File: src/rtl/pipe_stage_reg_pkg.sv
// Shared pipeline definitions: FSM state encodings for the holding stage,
// the zero-payload constant used by reset/flush, and a small state helper.
package pipe_stage_reg_pkg;

  // Widest payload any pipeline stage may carry.
  localparam int unsigned PAYLOAD_W_MAX = 256;

  // Holding-stage FSM encodings; the encoding doubles as the entry count.
  localparam logic [1:0] ST_EMPTY = 2'd0;
  localparam logic [1:0] ST_ONE   = 2'd1;
  localparam logic [1:0] ST_TWO   = 2'd2;

  // All-zero payload; stages slice the low bits they need.
  localparam logic [PAYLOAD_W_MAX-1:0] ZERO_PAYLOAD = {PAYLOAD_W_MAX{1'b0}};

  // True when the given state holds at least one entry.
  function automatic logic state_holds_entry(input logic [1:0] st);
    return (st != ST_EMPTY);
  endfunction

endpackage

File: src/rtl/sat_counter.sv
// Saturating up-counter with a synchronous clear. Clear wins over increment;
// once the count reaches all-ones it stays there until cleared.
module sat_counter #(
  parameter int unsigned CW = 16
) (
  input  logic          clk,
  input  logic          clear,
  input  logic          inc,
  output logic [CW-1:0] count
);

  logic [CW-1:0] count_r;

  // Count up on inc, stop at all-ones, return to zero on clear.
  always_ff @(posedge clk) begin
    if (clear) begin
      count_r <= {CW{1'b0}};
    end else if (inc && (count_r != {CW{1'b1}})) begin
      count_r <= count_r + CW'(1'b1);
    end else begin
      count_r <= count_r;
    end
  end

  assign count = count_r;

endmodule

File: src/rtl/pipe_stage_reg.sv
// Pipeline holding stage with valid/ready handshakes on both sides.
//
// Build option PIPE_STAGE_SKID_EN:
//   defined   - two-entry stage (main + skid register) with a registered
//               in_ready, so out_ready has no combinational path upstream.
//   undefined - single main register; in_ready = !out_valid | out_ready.
//
// resetn is synchronous and active-high (1 = reset). Reset beats flush,
// flush beats all handshake activity. bubble_cnt counts cycles spent with
// out_valid low since the last reset and saturates at all-ones.
module pipe_stage_reg
  import pipe_stage_reg_pkg::*;
#(
  parameter int unsigned W              = 32,
  parameter int unsigned CW             = 16,
  parameter bit          CLEAR_ON_FLUSH = 1'b1
) (
  input  logic          clk,
  input  logic          resetn,
  input  logic          flush,
  input  logic          in_valid,
  output logic          in_ready,
  input  logic [W-1:0]  in_data,
  output logic          out_valid,
  input  logic          out_ready,
  output logic [W-1:0]  out_data,
  output logic [1:0]    occupancy,
  output logic [CW-1:0] bubble_cnt
);

  localparam logic [W-1:0] ZERO_W = ZERO_PAYLOAD[W-1:0];

  logic [1:0]   state_r;
  logic [1:0]   state_nxt_s;
  logic [W-1:0] main_r;
  logic [W-1:0] main_nxt_s;
  logic         out_valid_r;
  logic         in_fire_s;
  logic         out_fire_s;

`ifdef PIPE_STAGE_SKID_EN
  logic [W-1:0] skid_r;
  logic [W-1:0] skid_nxt_s;
  logic         in_ready_r;

  assign in_ready = in_ready_r;
`else
  assign in_ready = (~out_valid_r) | out_ready;
`endif

  assign in_fire_s  = in_valid & in_ready;
  assign out_fire_s = out_valid_r & out_ready;

`ifdef PIPE_STAGE_SKID_EN
  // Two-entry next state: main feeds the output, skid absorbs one extra entry.
  always_comb begin
    state_nxt_s = state_r;
    main_nxt_s  = main_r;
    skid_nxt_s  = skid_r;
    if (flush) begin
      state_nxt_s = ST_EMPTY;
      if (CLEAR_ON_FLUSH) begin
        main_nxt_s = ZERO_W;
        skid_nxt_s = ZERO_W;
      end else begin
        main_nxt_s = main_r;
        skid_nxt_s = skid_r;
      end
    end else begin
      case (state_r)
        ST_EMPTY: begin
          if (in_fire_s) begin
            state_nxt_s = ST_ONE;
            main_nxt_s  = in_data;
          end else begin
            state_nxt_s = ST_EMPTY;
          end
        end
        ST_ONE: begin
          if (in_fire_s && out_fire_s) begin
            state_nxt_s = ST_ONE;
            main_nxt_s  = in_data;
          end else if (in_fire_s) begin
            state_nxt_s = ST_TWO;
            skid_nxt_s  = in_data;
          end else if (out_fire_s) begin
            state_nxt_s = ST_EMPTY;
          end else begin
            state_nxt_s = ST_ONE;
          end
        end
        ST_TWO: begin
          if (out_fire_s) begin
            state_nxt_s = ST_ONE;
            main_nxt_s  = skid_r;
          end else begin
            state_nxt_s = ST_TWO;
          end
        end
        default: begin
          state_nxt_s = ST_EMPTY;
        end
      endcase
    end
  end
`else
  // Single-entry next state: a new entry can only land when main is free or draining.
  always_comb begin
    state_nxt_s = state_r;
    main_nxt_s  = main_r;
    if (flush) begin
      state_nxt_s = ST_EMPTY;
      if (CLEAR_ON_FLUSH) begin
        main_nxt_s = ZERO_W;
      end else begin
        main_nxt_s = main_r;
      end
    end else begin
      case (state_r)
        ST_EMPTY: begin
          if (in_fire_s) begin
            state_nxt_s = ST_ONE;
            main_nxt_s  = in_data;
          end else begin
            state_nxt_s = ST_EMPTY;
          end
        end
        ST_ONE: begin
          if (in_fire_s) begin
            state_nxt_s = ST_ONE;
            main_nxt_s  = in_data;
          end else if (out_fire_s) begin
            state_nxt_s = ST_EMPTY;
          end else begin
            state_nxt_s = ST_ONE;
          end
        end
        default: begin
          state_nxt_s = ST_EMPTY;
        end
      endcase
    end
  end
`endif

  // Stage registers; reset clears everything and reopens the input.
  always_ff @(posedge clk) begin
    if (resetn) begin
      state_r     <= ST_EMPTY;
      main_r      <= ZERO_W;
      out_valid_r <= 1'b0;
`ifdef PIPE_STAGE_SKID_EN
      skid_r      <= ZERO_W;
      in_ready_r  <= 1'b1;
`endif
    end else begin
      state_r     <= state_nxt_s;
      main_r      <= main_nxt_s;
      out_valid_r <= state_holds_entry(state_nxt_s);
`ifdef PIPE_STAGE_SKID_EN
      skid_r      <= skid_nxt_s;
      in_ready_r  <= (state_nxt_s != ST_TWO);
`endif
    end
  end

  assign out_valid = out_valid_r;
  assign out_data  = main_r;
  assign occupancy = state_r;

  sat_counter #(
    .CW (CW)
  ) u_bubble_cnt (
    .clk   (clk),
    .clear (resetn),
    .inc   (~out_valid_r),
    .count (bubble_cnt)
  );

endmodule

File: config.mk
export PLATFORM = sky130hd
export DESIGN_NAME = pipe_stage_reg
export DESIGN_NICKNAME = d
export VERILOG_FILES = /design/src/rtl/pipe_stage_reg_pkg.sv /design/src/rtl/sat_counter.sv /design/src/rtl/pipe_stage_reg.sv
export SDC_FILE = /design/constraint.sdc
export NUM_CORES = 1
export LEC_CHECK = 0
export CORE_MARGIN = 8
export CORE_UTILIZATION = 45
export CTS_BUF_LIST = sky130_fd_sc_hd__clkbuf_4
export CTS_CLUSTER_DIAMETER = 120
export DETAILED_ROUTE_END_ITERATION = 6
export PLACE_DENSITY = 0.82
export SLEW_MARGIN = 20
export SYNTH_ARGS = -nofsm -noshare
export SYNTH_HDL_FRONTEND = slang
export SYNTH_HIERARCHICAL = 1
export SYNTH_SLANG_ARGS = --single-unit
File: constraint.sdc
create_clock -name clk -period 2.55 [get_ports clk]
set_clock_uncertainty 0.2 [all_clocks]
set_input_delay 0.51 -clock clk [delete_from_list [all_inputs] [get_ports clk]]
set_output_delay 0.51 -clock clk [all_outputs]
set_load 0.01 [all_outputs]
==> results of run 1 <==
## routing by layer
| metal | vias to the layer above | routed length, um | track usage (%) |
|---|---|---|---|
| met5 | - | 0 | 0 |
| met4 | 0 | 42 | 5.16 |
| met3 | 6 | 686 | 8.58 |
| met2 | 68 | 2830 | 25.9 |
| met1 | 1016 | 2560 | 18.7 |
| li1 | 1096 | - | - |
## state kept, by name (all words and copies together), names as in the netlist
name and flops:
occupancy 1, u_bubble_cnt/count 16, out_data 32
## through the flow
step / worst slack, ns / instance area, um2 / hold WS, ns
2_1_floorplan: 0.690 / 2290 / 0.273
3_3_place_gp: 0.176 / 3190 / 0.237
3_5_place_dp: 0.197 / 3190 / 0.241
4_1_cts: 0.183 / 3240 / 0.259
5_1_grt: 0.155 / 3240 / 0.282
6_report: 0.196 / 3240 / 0.253
## worst min-delay path: cells and delay by family (launching register included)
kind | cells | cell delay, ns
and+or+nand+nor | 1 | 0.05
AOI/OAI and AO/OA | 1 | 0.04
DFF | 1 | 0.33
## layout by cell type, fill, tap and decap left out, types with 4 or more instances in the layout
cell type,synthesis,routed
sky130_fd_sc_hd__nand4_1,35,35
sky130_fd_sc_hd__nor3_1,4,4
sky130_fd_sc_hd__or4_1,7,7
sky130_fd_sc_hd__buf_4,2,5
sky130_fd_sc_hd__o21ai_2,30,30
sky130_fd_sc_hd__inv_1,5,5
sky130_fd_sc_hd__nor2_1,7,6
sky130_fd_sc_hd__dfxtp_1,49,49
sky130_fd_sc_hd__nand2_1,38,38
sky130_fd_sc_hd__nand3_1,6,6
sky130_fd_sc_hd__clkdlybuf4s50_1,0,87
sky130_fd_sc_hd__o21ai_0,4,4
sky130_fd_sc_hd__a21oi_1,10,10
sky130_fd_sc_hd__o31ai_1,6,6
sky130_fd_sc_hd__clkbuf_4,0,5
## final timing paths
path	cells past startpoint	endpoint	slack, ns
setup / recovery	3	in_ready	0.20
hold / removal	2	out_data[23]	0.25
setup reg to reg	4	u_bubble_cnt/count[15]	0.56
hold reg to reg	2	out_data[23]	0.25
## power by group
| group | total (mW) | internal, mW | switching [mW] |
|---|---|---|---|
| clock | 0.336 | 0.100 | 0.236 |
| combinational | 0.218 | 0.121 | 0.0971 |
| sequential | 0.803 | 0.788 | 0.0151 |
## cells by family after synthesis
family,share of synthesized area [%]
xor gates and xnor gates,0.764
adders and majority gates,0.545
DFF,42.8
and+or+nand+nor,28.3
muxes,0.927
other,0.164
buffers and inverters,8.24
AOI/OAI and AO/OA,18.3
## synth_stat cells (3+ instances only)
library cell / instances / area (um2)
sky130_fd_sc_hd__nand4_1: 35 / 219
sky130_fd_sc_hd__or4_1: 7 / 52.6
sky130_fd_sc_hd__clkbuf_1: 4 / 15.0
sky130_fd_sc_hd__o31ai_1: 6 / 45.0
sky130_fd_sc_hd__o21ai_2: 30 / 263
sky130_fd_sc_hd__o21ai_0: 4 / 20.0
sky130_fd_sc_hd__and4_1: 3 / 26.3
sky130_fd_sc_hd__or3_1: 3 / 18.8
sky130_fd_sc_hd__dfxtp_1: 49 / 981
sky130_fd_sc_hd__nor3_1: 4 / 20.0
sky130_fd_sc_hd__inv_1: 5 / 18.8
sky130_fd_sc_hd__nor2_1: 7 / 26.3
sky130_fd_sc_hd__nand2_1: 38 / 143
sky130_fd_sc_hd__nand3_1: 6 / 30.0
sky130_fd_sc_hd__buf_2: 13 / 65.1
sky130_fd_sc_hd__buf_12: 3 / 60.1
sky130_fd_sc_hd__a21oi_1: 10 / 50.1
## area by class of cell
type | instances | area (um2) | share of cell area (%)
tap | 70 | 87.6 | 2.71
clock buffer | 5 | 37.5 | 1.16
timing repair buffer | 95 | 968 | 29.9
clock inverter | 3 | 12.5 | 0.387
sequential | 49 | 981 | 30.3
multi-input combinational | 177 | 1130 | 34.9
inverter | 5 | 18.8 | 0.580
==> reports/metrics.sh, run 1 <==
DRT_WL_TOTAL_MM=6.12
PATH_CELLS='clkdlybuf4s50_1 -> nand2b_1 -> clkdlybuf4s50_1'
POSTCTSSETUPBUFFERS=0
FIRST_ITER_VIOLATIONS=108
SETUP.WORST_PATH.START='out_ready'
MAPPEDNETLISTNETS=293
POST-DP-HPWL_MM=4.53
ASYNC_FLOP_SHARE_PCT=0
START_UTIL_PCT=45.8
AREA.GROWTH.SYNTH_TO_FINAL_PCT=41.1
TIMING.SETUP.TNS_NS=0
POSTCTSHOLDBUFS=0
LAYOUT.CORE_UTILIZATION_PCT=64.6
GLOBAL_ROUTE_OVERFLOW=0
PERIOD_NEEDED_NS=2.35
CLK_LATENCY_NS=0.35
POWER_TOTAL_mW=1.36
TRITONCTS='built'
RUN_STATUS='finished, final reports clean'
PLACE.PORT_BUFFERS=87
FILLERINSTANCES=451
ROUTEDWLPERCELL_UM=15.1
FINAL_LAYOUT_SIZE_SUFFIX_GT1_SHARE_PCT=15.0
DIODES=0
GRT_ANTENNA_BEFORE_REPAIR=0
GRT_SETUP_UNREPAIRED='false'
DIE_W_UM=87.4
MAX_SLEW.WORST_PIN.SLEW_NS=0.548
REMAINING_DRC_ERRORS=0
LAYOUT.NETS=371
REPORT.FINAL.SETUP_VIOL=0
REG2REG_FROM='u_bubble_cnt/count[10]'
CLK_PATH_BUF_DEPTH=2
WORSTHOLDSTART='out_data[23]'
FINAL.PERIOD_UTILIZATION_PCT=92.3
CRITPATHSLOWESTCELL='sky130_fd_sc_hd__clkdlybuf4s50_1'
CRITICAL_PATH.TOP_DELAY_FAMILY='buffers and inverters'
CTSRESIZECOUNT=0
DIE_H_UM=87.4
DRT-VIAS-PER-INSTANCE=5.41
GRT_PASS1_WL_MM=10.2
MAX_CLOCK_FREQ_MHz=425
TIMING.CRITICAL_PATH.FANOUT_MAX=2
NUM_ROWS=26
IO_PINS=89
GLOBALPLACE.CONGESTION=0.821
MAXSLEWVIOLCOUNT=0
SLEW_HEADROOM_PCT=63.0
NETLIST_INSTANCES=255
GRT_MAX_DEGREE=66
MAX_CAP_VIOLS=0
CTS.REPORTEDPATHS.CLKPINSLEW_NS=0.14
DRT_FIRST_PASS_ITERS=4
END_KIND='output port'
CELLLEAKAGEPOWER_nW=1.09
CRITICAL_PATH_REQUIRED_NS=1.84
DPL.CELL_COUNT=396
DRTANTENNAVIOLNETS=0
CRITICALPATHCATEGORY='input pin to output port'
TOTAL_COUNT_OF_HOLD_CHECK_FAILURES_IN_THE_FINAL_REPORT=0
POSTSYNTH.TOPFLOPCELL='sky130_fd_sc_hd__dfxtp_1'
TIMING.CRITICAL_PATH.FROM_TYPE='input pin'
YOSYS_REGISTER_BITS=49
FIRST_GLOBAL_VIAS=2122
SYNTH.YOSYS.SEQ_AREA_SHARE_PCT=42.8
BUFS_AND_INVS_ON_WORST_PATH=2
POST_LAYOUT_NONFILLER_INSTANCES=404
DIE_AREA_UM2=7640
TIMING.CRITICAL_PATH.ARRIVAL_NS=1.64
ROUTED-VIA-COUNT=2186
POST_SYN_AREA_PER_CELL_UM2=8.99
CORE-AREA_UM2=5010
YS_WARN_COUNT=6
SYN_AREA_UM2=2290
SLOWEST_DELAY_NS=0.56
CLK_ROOT_BUFFER_CELL='sky130_fd_sc_hd__clkbuf_4'
POWER_DENSITY_nW_PER_UM2=419
CTS.SINK_COUNT=49
HOLDCRITPATHCLASS='flop to flop'
CTSHTREEMAXLEVEL=2
COUNT_OF_FLIP_FLOPS_WITH_A_BUILT_IN_ENABLE_AFTER_SYNTHESIS=0
YOSYS.CELL_TYPES.COUNT=40
CTS_BUFFERS=5
WORST_IR_DROP_VDD_mV=0.248
GRT_UTIL_ALL_LAYERS_PCT=16.4
CRIT_TOP_CELL='sky130_fd_sc_hd__clkdlybuf4s50_1'
(Power assumes the default switching activity.)
==> run 2, diff against run 1 <==
Settings changed: CTS_CLUSTER_DIAMETER 120 to 30, TNS_END_PERCENT set to 5.
==> results of run 2 <==
No change in the layout: final DEF, timing and power equal those of run 1.
==> run 3, diff against run 2 <==
Settings changed: PLACE_DENSITY 0.82 to 0.85.
==> run 3 against run 2 <==
- final cell count fell by 0.25%
- sequential power barely moved
- routed wire length fell by 1.3%
- register-to-register slack improved by 0.05 ns
- hold slack improved by 0.012 ns
- non-clock buffer count did not move
- first-iteration DRC count fell by 16%
- global-route usage fell by 0.65 points
- worst setup slack got worse by 0.00085 ns
- power rose by 1.2%
- count of clock-buffer cells in the layout rose by 1
- largest power group unchanged
==> reports/metrics.sh, run 3 (same netlist as run 1, synthesis figures left out) <==
GRT_ANTENNA_BEFORE_REPAIR=0
INTPOWER_mW=1.02
GR-MAX-USAGE-LAYER='met2'
DIE_H_UM=87.4
GLOBALPLACE.CONGESTION=0.796
CLK_ROOT_BUFFER_CELL='sky130_fd_sc_hd__clkbuf_4'
MOST-COMMON-LAYOUT-CELLS='87 x sky130_fd_sc_hd__clkdlybuf4s50_1, 49 x sky130_fd_sc_hd__dfxtp_1, 38 x sky130_fd_sc_hd__nand2_1, 35 x sky130_fd_sc_hd__nand4_1, 30 x sky130_fd_sc_hd__o21ai_2'
MET3_USAGE_PCT=9.43
SLOWEST_DELAY_NS=0.56
REPORT.FINAL.SETUP_VIOL=0
TIMING.SETUP.TNS_NS=0
FIN_AREA_UM2=3250
PLACE.PORT_BUFFERS=87
RUN_STATUS='finished, final reports clean'
GRT_PASS1_WL_MM=9.76
MAX_SLEW.WORST_PIN.SLEW_NS=0.588
R2R.WORST_PATH.CELLS=6
CTS.SINK_COUNT=49
HOLD_DEPTH=2
REMAINING_DRC_ERRORS=0
CRITPATHSLOWESTCELL='sky130_fd_sc_hd__clkdlybuf4s50_1'
FIRST_ITER_VIOLATIONS=91
WORST_IR_DROP_VDD_mV=0.277
TIMING.CRITICAL_PATH.FROM_TYPE='input pin'
ROUTEDWLPERCELL_UM=15.0
CORE-AREA_UM2=5010
DIE_AREA_UM2=7640
GRTUSAGEMET1_PCT=17.3
MAX_CAP_VIOLS=0
CTS.REPORTEDPATHS.CLKPINSLEW_NS=0.14
TIMING.CRITICAL_PATH.ARRIVAL_NS=1.64
FILLERINSTANCES=437
POWER_DENSITY_nW_PER_UM2=423
DRT_FIRST_PASS_ITERS=5
LAYOUT.NETS=371
PLACEMENT.CELL_AREA_UM2=3200
TRITONCTS='built'
PATH_CELLS='clkdlybuf4s50_1 -> nand2b_1 -> clkdlybuf4s50_1'
MAXSLEWVIOLCOUNT=0
POSTCTSSETUPBUFFERS=0
AREA.GROWTH.SYNTH_TO_FINAL_PCT=41.6
NUM_ROWS=26
GLOBAL_ROUTE_OVERFLOW=0
FIRST_GLOBAL_VIAS=2095
CELLLEAKAGEPOWER_nW=1.09
CRIT_TOP_CELL='sky130_fd_sc_hd__clkdlybuf4s50_1'
FINAL.PERIOD_UTILIZATION_PCT=92.4
HOLDCRITPATHCLASS='flop to flop'
R2R_SETUP_SLACK_NS=0.61
PERIOD_NEEDED_NS=2.35
USE_MET2_PCT=25.0
CAPTURE_INSTANCE_OF_THE_WORST_REGISTER_TO_REGISTER_PATH='u_bubble_cnt/count[9]'
SLEW_HEADROOM_PCT=60.3
POSTCTSHOLDBUFS=0
POWER_FRAC_COMB_PCT=16.1
POST-PLACE-WS_NS=0.204
CTSHTREEMAXLEVEL=2
CLK_PATH_BUF_DEPTH=2
SETUP.WORST_PATH.START='out_ready'
DIODES=0
DRT_WL_TOTAL_MM=6.04
POWER.CLOCK.FRACTION_PCT=25.5
LARGEST_REGISTER_FF_COUNT=32
GRT_UTIL_ALL_LAYERS_PCT=15.8
CTS_BUFFERS=5
HOLD-PATH-ENDPOINT='out_data[5]'
POSTLAYOUTSETUPSLACKWORST_NS=0.195
CRITICALPATHCATEGORY='input pin to output port'
GRT_MAX_DEGREE=35
SEQ_POWER_SHARE_PCT=58.4
TIMING.CRITICAL_PATH.FANOUT_MAX=2
SWITCHING_SHARE_PCT=25.6
TOTAL_COUNT_OF_HOLD_CHECK_FAILURES_IN_THE_FINAL_REPORT=0
P_SWITCHING_mW=0.351
CRITICAL_PATH_REQUIRED_NS=1.84
START_UTIL_PCT=45.8
POST-DP-HPWL_MM=4.43
ROUTED-VIA-COUNT=2190
GRT_SETUP_UNREPAIRED='false'
CTSRESIZECOUNT=0
POWER_TOTAL_mW=1.37
FINAL_LAYOUT_SIZE_SUFFIX_GT1_SHARE_PCT=15.0
DRTANTENNAVIOLNETS=0
HOLDWS_NS=0.266
REG2REG_FROM='u_bubble_cnt/count[0]'
LAYOUT_COMMONEST_CELL='sky130_fd_sc_hd__clkdlybuf4s50_1'
MAX_CLOCK_FREQ_MHz=425
IO_PINS=89
CLK_LATENCY_NS=0.36
DIE_W_UM=87.4
DRT-VIAS-PER-INSTANCE=5.43
END_KIND='output port'
WORSTHOLDSTART='out_data[5]'
[run 3: worst max-delay path by stage]
stage	endpoint	slack [ns]	cells past startpoint
floorplan	u_bubble_cnt/count[15]	0.69	4
global placement	in_ready	0.18	3
detailed placement	in_ready	0.20	3
CTS	in_ready	0.19	3
global route	in_ready	0.14	3
finish	in_ready	0.20	3
[run 3: power by group through the flow]
stage	logic, mW	registers (mW)	clock network, mW
after floorplan	0.0945	0.828	0
after global placement	0.219	0.818	0
after detailed placement	0.222	0.819	0
after CTS	0.223	0.802	0.362
after global routing	0.238	0.807	0.392
final	0.221	0.802	0.350
[run 3: metal layers]
metal	share of wire, %	vias up
li1	-	1089
met1	40	1018
met2	46	74
met3	12	9
met4	1.4	0
met5	0	-
[run 3: area by class of cell]
type                       instances  area, um2  share of cell area, %
clock buffer                       6       45.0                   1.39
clock inverter                     1       3.75                  0.116
inverter                           5       18.8                  0.578
multi-input combinational        177       1130                   34.8
sequential                        49        981                   30.2
tap                               70       87.6                   2.70
timing repair buffer              95        981                   30.2
[run 3: through the flow]
| stage | utilization, % | std cells |
|---|---|---|
| 2_1_floorplan | - | 255 |
| 3_3_place_gp | 63.9 | 396 |
| 3_5_place_dp | 63.9 | 396 |
| 4_1_cts | 64.8 | 403 |
| 5_1_grt | 64.8 | 403 |
| 6_report | 64.8 | 403 |
[run 3: worst max-delay path, delay by kind of cell]
family        cells  cell delay [ns]
buf+inv           2             1.01
simple gates      1             0.12
